--- config.mk ---
export PLATFORM = sky130hd
export DESIGN_NAME = seq_div_unit
export DESIGN_NICKNAME = d
export VERILOG_FILES = /design/src/rtl/seq_div_unit.sv
export SDC_FILE = /design/constraint.sdc
export NUM_CORES = 1
export LEC_CHECK = 0
export CAP_MARGIN = 20
export CORE_ASPECT_RATIO = 0.5
export CORE_MARGIN = 5
export CORE_UTILIZATION = 57
export DETAILED_ROUTE_END_ITERATION = 8
export PLACE_DENSITY = 0.85
export SLEW_MARGIN = 30
export SYNTH_ARGS = -nofsm -noshare
export SYNTH_HDL_FRONTEND = slang
export SYNTH_SLANG_ARGS = --single-unit
--- constraint.sdc ---
create_clock -name clk -period 3.68 [get_ports clk]
set_input_delay 0.736 -clock clk [delete_from_list [all_inputs] [get_ports clk]]
set_output_delay 0.736 -clock clk [all_outputs]
set_load 0.01 [all_outputs]
--- src/rtl/seq_div_unit.sv ---
// Radix-2 restoring divider, one quotient bit per cycle, with start/busy/done handshake.
// Optional signed operation is enabled by defining SIGNED_DIV_EN.
module seq_div_unit #(
   parameter int unsigned DW = 32,
   parameter int unsigned VW = 16
) (
   input  logic          clk,
   input  logic          rst,
   input  logic          start,
   input  logic [DW-1:0] dividend,
   input  logic [VW-1:0] divisor,
`ifdef SIGNED_DIV_EN
   input  logic          signed_mode,
`endif
   output logic          busy,
   output logic          done,
   output logic [DW-1:0] quotient,
   output logic [VW-1:0] remainder,
   output logic          div_by_zero
);

   localparam int unsigned CW = $clog2(DW);

   typedef enum logic [1:0] {S_IDLE, S_RUN, S_NEG, S_FIN} state_t;

   state_t        r_state, w_state_nxt;
   logic [CW-1:0] r_count, w_count_nxt;
   logic [VW-1:0] r_p, w_p_nxt;
   logic [DW-1:0] r_q, w_q_nxt;
   logic [VW-1:0] r_div, w_div_nxt;
   logic          r_busy, w_busy_nxt;
   logic          r_done, w_done_nxt;
   logic [DW-1:0] r_quot, w_quot_nxt;
   logic [VW-1:0] r_rem, w_rem_nxt;
   logic          r_dbz, w_dbz_nxt;

   logic [VW:0]   w_t;
   logic          w_ge;
   logic [VW-1:0] w_p_step;
   logic [DW-1:0] w_q_step;
   logic [DW-1:0] w_dvd_mag;
   logic [VW-1:0] w_dvs_mag;

`ifdef SIGNED_DIV_EN
   logic r_neg_q, w_neg_q_nxt;
   logic r_neg_r, w_neg_r_nxt;

   assign w_dvd_mag = (signed_mode && dividend[DW-1]) ? -dividend : dividend;
   assign w_dvs_mag = (signed_mode && divisor[VW-1])  ? -divisor  : divisor;
`else
   assign w_dvd_mag = dividend;
   assign w_dvs_mag = divisor;
`endif

   // One restoring step; the partial remainder stays below the divisor, so VW bits hold it
   assign w_t      = {r_p, r_q[DW-1]};
   assign w_ge     = (w_t >= {1'b0, r_div});
   assign w_p_step = w_ge ? VW'(w_t - {1'b0, r_div}) : w_t[VW-1:0];
   assign w_q_step = {r_q[DW-2:0], w_ge};

   always_comb begin
      w_state_nxt = r_state;
      w_count_nxt = r_count;
      w_p_nxt     = r_p;
      w_q_nxt     = r_q;
      w_div_nxt   = r_div;
      w_quot_nxt  = r_quot;
      w_rem_nxt   = r_rem;
      w_dbz_nxt   = r_dbz;
`ifdef SIGNED_DIV_EN
      w_neg_q_nxt = r_neg_q;
      w_neg_r_nxt = r_neg_r;
`endif
      case (r_state)
         S_IDLE: begin
            if (start) begin
               if (divisor == '0) begin
                  w_state_nxt = S_FIN;
                  w_quot_nxt  = '1;
                  w_rem_nxt   = dividend[VW-1:0];
                  w_dbz_nxt   = 1'b1;
               end else begin
                  w_state_nxt = S_RUN;
                  w_count_nxt = CW'(DW - 1);
                  w_p_nxt     = '0;
                  w_q_nxt     = w_dvd_mag;
                  w_div_nxt   = w_dvs_mag;
`ifdef SIGNED_DIV_EN
                  w_neg_q_nxt = signed_mode & (dividend[DW-1] ^ divisor[VW-1]);
                  w_neg_r_nxt = signed_mode & dividend[DW-1];
`endif
               end
            end
         end
         S_RUN: begin
            w_p_nxt = w_p_step;
            w_q_nxt = w_q_step;
            if (r_count == '0) begin
`ifdef SIGNED_DIV_EN
               w_state_nxt = S_NEG;
`else
               w_state_nxt = S_FIN;
               w_quot_nxt  = w_q_step;
               w_rem_nxt   = w_p_step;
               w_dbz_nxt   = 1'b0;
`endif
            end else begin
               w_count_nxt = r_count - CW'(1);
            end
         end
`ifdef SIGNED_DIV_EN
         // Sign fix-up: quotient truncates toward zero, remainder follows the dividend
         S_NEG: begin
            w_state_nxt = S_FIN;
            w_quot_nxt  = r_neg_q ? -r_q : r_q;
            w_rem_nxt   = r_neg_r ? -r_p : r_p;
            w_dbz_nxt   = 1'b0;
         end
`endif
         S_FIN:   w_state_nxt = S_IDLE;
         default: w_state_nxt = S_IDLE;
      endcase
      w_busy_nxt = (w_state_nxt == S_RUN) || (w_state_nxt == S_NEG);
      w_done_nxt = (w_state_nxt == S_FIN);
   end

   always_ff @(posedge clk) begin
      if (rst) begin
         r_state <= S_IDLE;
         r_count <= '0;
         r_p     <= '0;
         r_q     <= '0;
         r_div   <= '0;
         r_busy  <= 1'b0;
         r_done  <= 1'b0;
         r_quot  <= '0;
         r_rem   <= '0;
         r_dbz   <= 1'b0;
`ifdef SIGNED_DIV_EN
         r_neg_q <= 1'b0;
         r_neg_r <= 1'b0;
`endif
      end else begin
         r_state <= w_state_nxt;
         r_count <= w_count_nxt;
         r_p     <= w_p_nxt;
         r_q     <= w_q_nxt;
         r_div   <= w_div_nxt;
         r_busy  <= w_busy_nxt;
         r_done  <= w_done_nxt;
         r_quot  <= w_quot_nxt;
         r_rem   <= w_rem_nxt;
         r_dbz   <= w_dbz_nxt;
`ifdef SIGNED_DIV_EN
         r_neg_q <= w_neg_q_nxt;
         r_neg_r <= w_neg_r_nxt;
`endif
      end
   end

   assign busy        = r_busy;
   assign done        = r_done;
   assign quotient    = r_quot;
   assign remainder   = r_rem;
   assign div_by_zero = r_dbz;

endmodule
Word-level counts from Yosys, hierarchy flattened. Cells that the tools add are included.

Bits in registers: 122. Output and inout bits: 51. Word-level logic and storage cells: 59. Bits of input ports: 51.

Order comparisons: 1. Reduce and logical (&&, ||, !) cells: 9. Bitwise operators: 1. $add $sub $neg: 2. Muxes and demuxes: 27. Equality and inequality tests: 9.

Operator list (number): two-way mux 32 bit (5); one-hot mux 32 bit (2 select lines) (2); two-way mux 16 bit (6); one-hot mux 16 bit (2 select lines) (2); greater-or-equal comparator 17 x 16 -> 1 bit (1); zero test 16 bit (1); subtractor 16 bit (1); two-way mux 5 bit (3); != test 2 bit, second input constant (5); one-hot mux 5 bit (2 select lines) (1); AND reduction 4 bit (2); two-way mux 2 bit (3); AND reduction 3 bit (2); zero test 5 bit (1); subtractor 5 x 1 -> 5 bit, second input constant (1); equality test 2 x 1 -> 1 bit, second input constant (2); equality test 2 bit, second input constant (2); one-hot mux 2 bit (2 select lines) (1); two-way mux 1 bit (3); zero test 2 bit (1); one-hot mux 1 bit (2 select lines) (1); nonzero test 2 bit (1); logical OR 1 bit (1); NOT 1 bit (1).

Logic depth before layout (Yosys ltp).
Word-level depth: 6. Depth in mapped cells: 12. Mapped depth without buffers: 11.

Worst setup path before layout. OpenSTA, ideal clock, no wires.

Path type: in2reg. From: input divisor[3]. To: register r_busy (netlist: busy). Data required time: 3553 ps. Cell stages on the path: 9. Buffers on the path: 2. Library setup time: 127 ps. Arrival: 2380 ps. Setup slack: 1173 ps. Path through: nor4_1 -> nand4_1 -> nor2_1 -> nor2_1 -> inv_1 -> buf_2 -> buf_1 -> ha_1 -> nor2b_1.

Cells in the longest elaborated chain, start to end: 6. Elaborated cells between the ends (all ways): 7. Classes of those cells: eq/ne: 2; mux: 3; reduce/logical: 2.

RTL lines: from (decl) (line 11) `input logic [VW-1:0] divisor,`; zero test 16 bit (*) (line 77) `if (divisor == '0) begin`; two-way mux 2 bit (*) (line 77); two-way mux 2 bit (*) (line 76) `if (start) begin`; one-hot mux 2 bit (2 select lines) (*) (line 74) `case (r_state)`; via w_state_nxt[1] (line 26) `state_t r_state, w_state_nxt;`; equality test 2 x 1 -> 1 bit or equality test 2 bit (tied branches) (line 123) `w_busy_nxt = (w_state_nxt == S_RUN) || (w_state_nxt == S_NEG);`; logical OR 1 bit (*) (line 123); via w_busy_nxt (line 31) `logic r_busy, w_busy_nxt;`; to (signal assigned) (line 149) `r_busy <= w_busy_nxt;`; to (decl) (line 31).

The timed path passes the listed nets; every way through them passes the cells marked *. A chain may end at the register's enable or synchronous reset.

Worst setup path in the final report.
From: register r_div[5]. To: register r_rem[3] (netlist: remainder[3]).

Cells in the longest elaborated chain, start to end: 4.

RTL lines: from (decl) (line 30) `logic [VW-1:0] r_div, w_div_nxt;`; from (signal assigned) (line 148) `r_div <= w_div_nxt;`; greater-or-equal comparator 17 x 16 -> 1 bit (line 57) `assign w_ge = (w_t >= {1'b0, r_div});`; two-way mux 16 bit (line 58) `assign w_p_step = w_ge ? VW'(w_t - {1'b0, r_div}) : w_t[VW-1:0];`; two-way mux 16 bit (line 98) `if (r_count == '0) begin`; one-hot mux 16 bit (2 select lines) (line 74); to (signal assigned) (line 152) `r_rem <= w_rem_nxt;`; to (decl) (line 34) `logic [VW-1:0] r_rem, w_rem_nxt;`.

No other way between the ends. The select of a mux whose other input is x is not followed.

==> impl_results.md <==
- Status: complete, no violations
- Req. time, crit path: 4.00 ns
- Syn Inst Count: 712
- Vias/cell: 5.87
- EDFF count, synth: 0
- Area Growth Syn to Fin: 28.7%
- VDD IR max: 0.534 mV
- Post-DRT Antenna Nets: 0
- TNS Setup: 0 ns
- Post-CTS sizing: 0
- Warnings from Yosys: 0
- Crit share post-route: 0.814
- Routed WL: 16.1 mm
- Max cap viols: 0
- Vias: approximately 5500
- Die Area: approximately 12000 µm²
- CTS Root Cell: clkbuf_16
- # setup viols final: 0
- Worst-Skew Late Latency: 0.42 ns
- CTS Buf Count: 17
- Clock Skew: 0.00926 ns
- DRT Pass-1 Iters: 5
- Fin worst setup slack: 0.686 ns
- Core Rows: 25
- Port-buffer cells: 101
- Initial antenna violation count: 0
- HP Class: reg2reg
- Fin area: 7400 µm²
- CTS tree: built
- Synth Area in Compound Gates: 0.166
- Boundary Pins: 102
- Top FF cell, synth: dfxtp_1
- DRT iter0 DRCs: about 540
- Power density cells: about 710 nW/µm²
- Post-synthesis mux area share: 0.0501
- Seq/Total Area, Yosys: 0.425
- Leak pwr: 0.00288 µW
- Yosys reg bits: 122
- Gr usage total: 0.260
- Fmax: about 330 MHz
- Synth Area per Inst: 8.07 µm²
- Clk buf depth: 2
- Setup bufs post-CTS: 0
- Detail Placement HPWL: 10.8 mm
- ANT cells: 0
- H-tree level count: 4
- Nets@finish: 864
- Via count of the first global-routing pass: 5081
- Worst-margin pin slew: 0.751 ns
- Crit path DAT: 3.32 ns
- Initial Utilization: 0.597
- Chip height: 81.0 µm
- XOR/XNOR Fraction of Synth Area: 0.0213
- DRC: 0
- CP Capture Type: flip-flop
- Clock-pin slew on the worst setup and hold paths: about 0.060 ns
- Die Span X: approximately 150 µm
- Total grt overflow: 0
- Share of cells above drive strength 1: 0.0769
- Final min period: 2.99 ns
- Largest family of logic cells by synthesized area: simple AND/OR/NAND/NOR gates
- Synth cell types: 56
- Wire length per cell: 17.1 µm
- CTS sink count: 122
- Max_slew headroom: 0.500
- WS Path Type: reg2reg
- Adder-cell share of the synthesized area: 0.0448
- Worst R2R Path Depth: 9
- Worst-path fanout max: 25
- Hold Path Stages: 2
- Synth async-reset ratio: 0
- Simple-Gate Fraction of Synth Area: 0.239
- Crit path launch type: flip-flop
- Mapped Nets: 783
- Area of the mapped netlist: between 5000 and 6000 µm²
- Largest net degree at the start of global routing: 73
- Routability cong.: around 0.89
- First-pass GRT wire length: 25.8 mm
- Cell Area, Placed: 6820 µm²
- Core ar.: 9630 µm²
- R2r setup slk: 0.69 ns
- Final Hold Viols: 0
- Setup WS pre-CTS: between 0.4 and 0.5 ns
- RSZ-0062 raised after global routing: no
- Hold_buf cts: 0
- Max-slew violations: 0
worst paths after layout:
path / start / end
setup / recovery: r_div[5]$_SDFFE_PP0P_ / remainder[3]$_SDFFE_PP0P_
hold / removal: r_q[0]$_SDFFE_PP0P_ / r_q[0]$_SDFFE_PP0P_
setup reg to reg: r_div[5]$_SDFFE_PP0P_ / remainder[3]$_SDFFE_PP0P_
hold reg to reg: r_q[0]$_SDFFE_PP0P_ / r_q[0]$_SDFFE_PP0P_
cells in the mapped netlist, types with 5 or more instances:
| library cell | count | share of area |
|---|---|---|
| mux2i_1 | 19 | 0.033 |
| a311oi_1 | 40 | 0.061 |
| nand3_1 | 8 | 0.0070 |
| a21oi_1 | 34 | 0.030 |
| clkbuf_1 | 39 | 0.025 |
| o21ai_0 | 15 | 0.013 |
| inv_1 | 26 | 0.017 |
| buf_1 | 6 | 0.0039 |
| nor2_1 | 131 | 0.086 |
| nand2_1 | 103 | 0.067 |
| ha_1 | 19 | 0.041 |
| mux2_2 | 6 | 0.012 |
| nor3_1 | 51 | 0.044 |
| nand2b_1 | 8 | 0.0087 |
| xnor2_1 | 5 | 0.0076 |
| dfxtp_1 | 122 | 0.42 |
| xor2_1 | 9 | 0.014 |
routing by layer:
layer,up-vias,wire length (µm),track usage,share of wire
li1,2655,-,-,-
met1,2597,6930,0.337,0.43
met2,244,7760,0.448,0.48
met3,24,1270,0.0559,0.079
met4,0,159,0.0682,0.0099
met5,-,0,0,0
worst max-delay path, cell delays in order (launching register included):
cell	delay, ns
dfxtp_1	0.33
inv_1	0.06
ha_1	0.33
and2_1	0.21
nand4_1	0.13
nor2_1	0.06
a2111oi_1	0.46
o21a_2	0.61
mux2_2	0.43
a311oi_1	0.26
power by group:
| part | leakage [µW] | internal (µW) | switching [µW] | total (µW) |
|---|---|---|---|---|
| Sequential | 0.000999 | 1480 | 132 | 1610 |
| Combinational | 0.00160 | 814 | 1160 | 1970 |
| Clock | 0.000274 | 1000 | 641 | 1640 |
cell usage in the layout (no fill, tap or decap), types with 3 or more instances in the layout:
cell	n
nand3_1	8
clkinv_4	4
clkdlybuf4s50_1	100
nand2b_1	7
inv_1	25
o211ai_1	4
nor3_1	51
o31ai_1	3
clkbuf_16	17
nand4_1	3
a21oi_1	34
a311oi_1	40
clkinvlp_4	3
nor2_1	129
o21ai_0	15
mux2i_1	19
dfxtp_1	122
xnor2_1	5
a21o_1	3
a221o_1	3
ha_1	19
nor4_1	4
nand2_1	103
nand4b_1	3
xor2_1	9
a31oi_1	4
o21a_1	3
buf_4	12
mux2_2	6
sequential cells by signal (all words and copies together), names as in the netlist:
| register | count |
|---|---|
| quotient | 32 |
| busy | 1 |
| r_p | 16 |
| r_q | 32 |
| done | 1 |
| r_state | 2 |
| r_count | 5 |
| remainder | 16 |
| r_div | 16 |
| div_by_zero | 1 |
through the flow:
stage / util / total power, µW / hold WS (ns) / cells
2_1_floorplan: - / 3130 / 0.445 / 712
3_3_place_gp: 0.708 / 3760 / 0.460 / 909
3_5_place_dp: 0.708 / 3720 / 0.464 / 909
4_1_cts: 0.768 / 5470 / 0.474 / 941
5_1_grt: 0.768 / 5460 / 0.501 / 941
6_report: 0.768 / 5220 / 0.476 / 941
cell type report:
cell class	instances	area, µm²
Multi-Input combinational cell	514	3020
Sequential cell	122	2440
Fill cell	712	2230
Timing Repair Buffer	112	1090
Clock buffer	19	433
Tap cell	135	169
Clock inverter	13	145
Inverter	26	97.6
logic make-up (layout without fill, tap and decap cells):
| logic type | count (synthesis) | count (layout) |
|---|---|---|
| muxes | 27 | 27 |
| xor gates and xnor gates | 14 | 14 |
| DFF | 122 | 122 |
| buffers and inverters | 76 | 170 |
| adders and majority gates | 20 | 20 |
| AOI/OAI and AO/OA | 130 | 130 |
| and+or+nand+nor | 323 | 323 |
No activity file was read; power rests on OpenSTA's default activity.
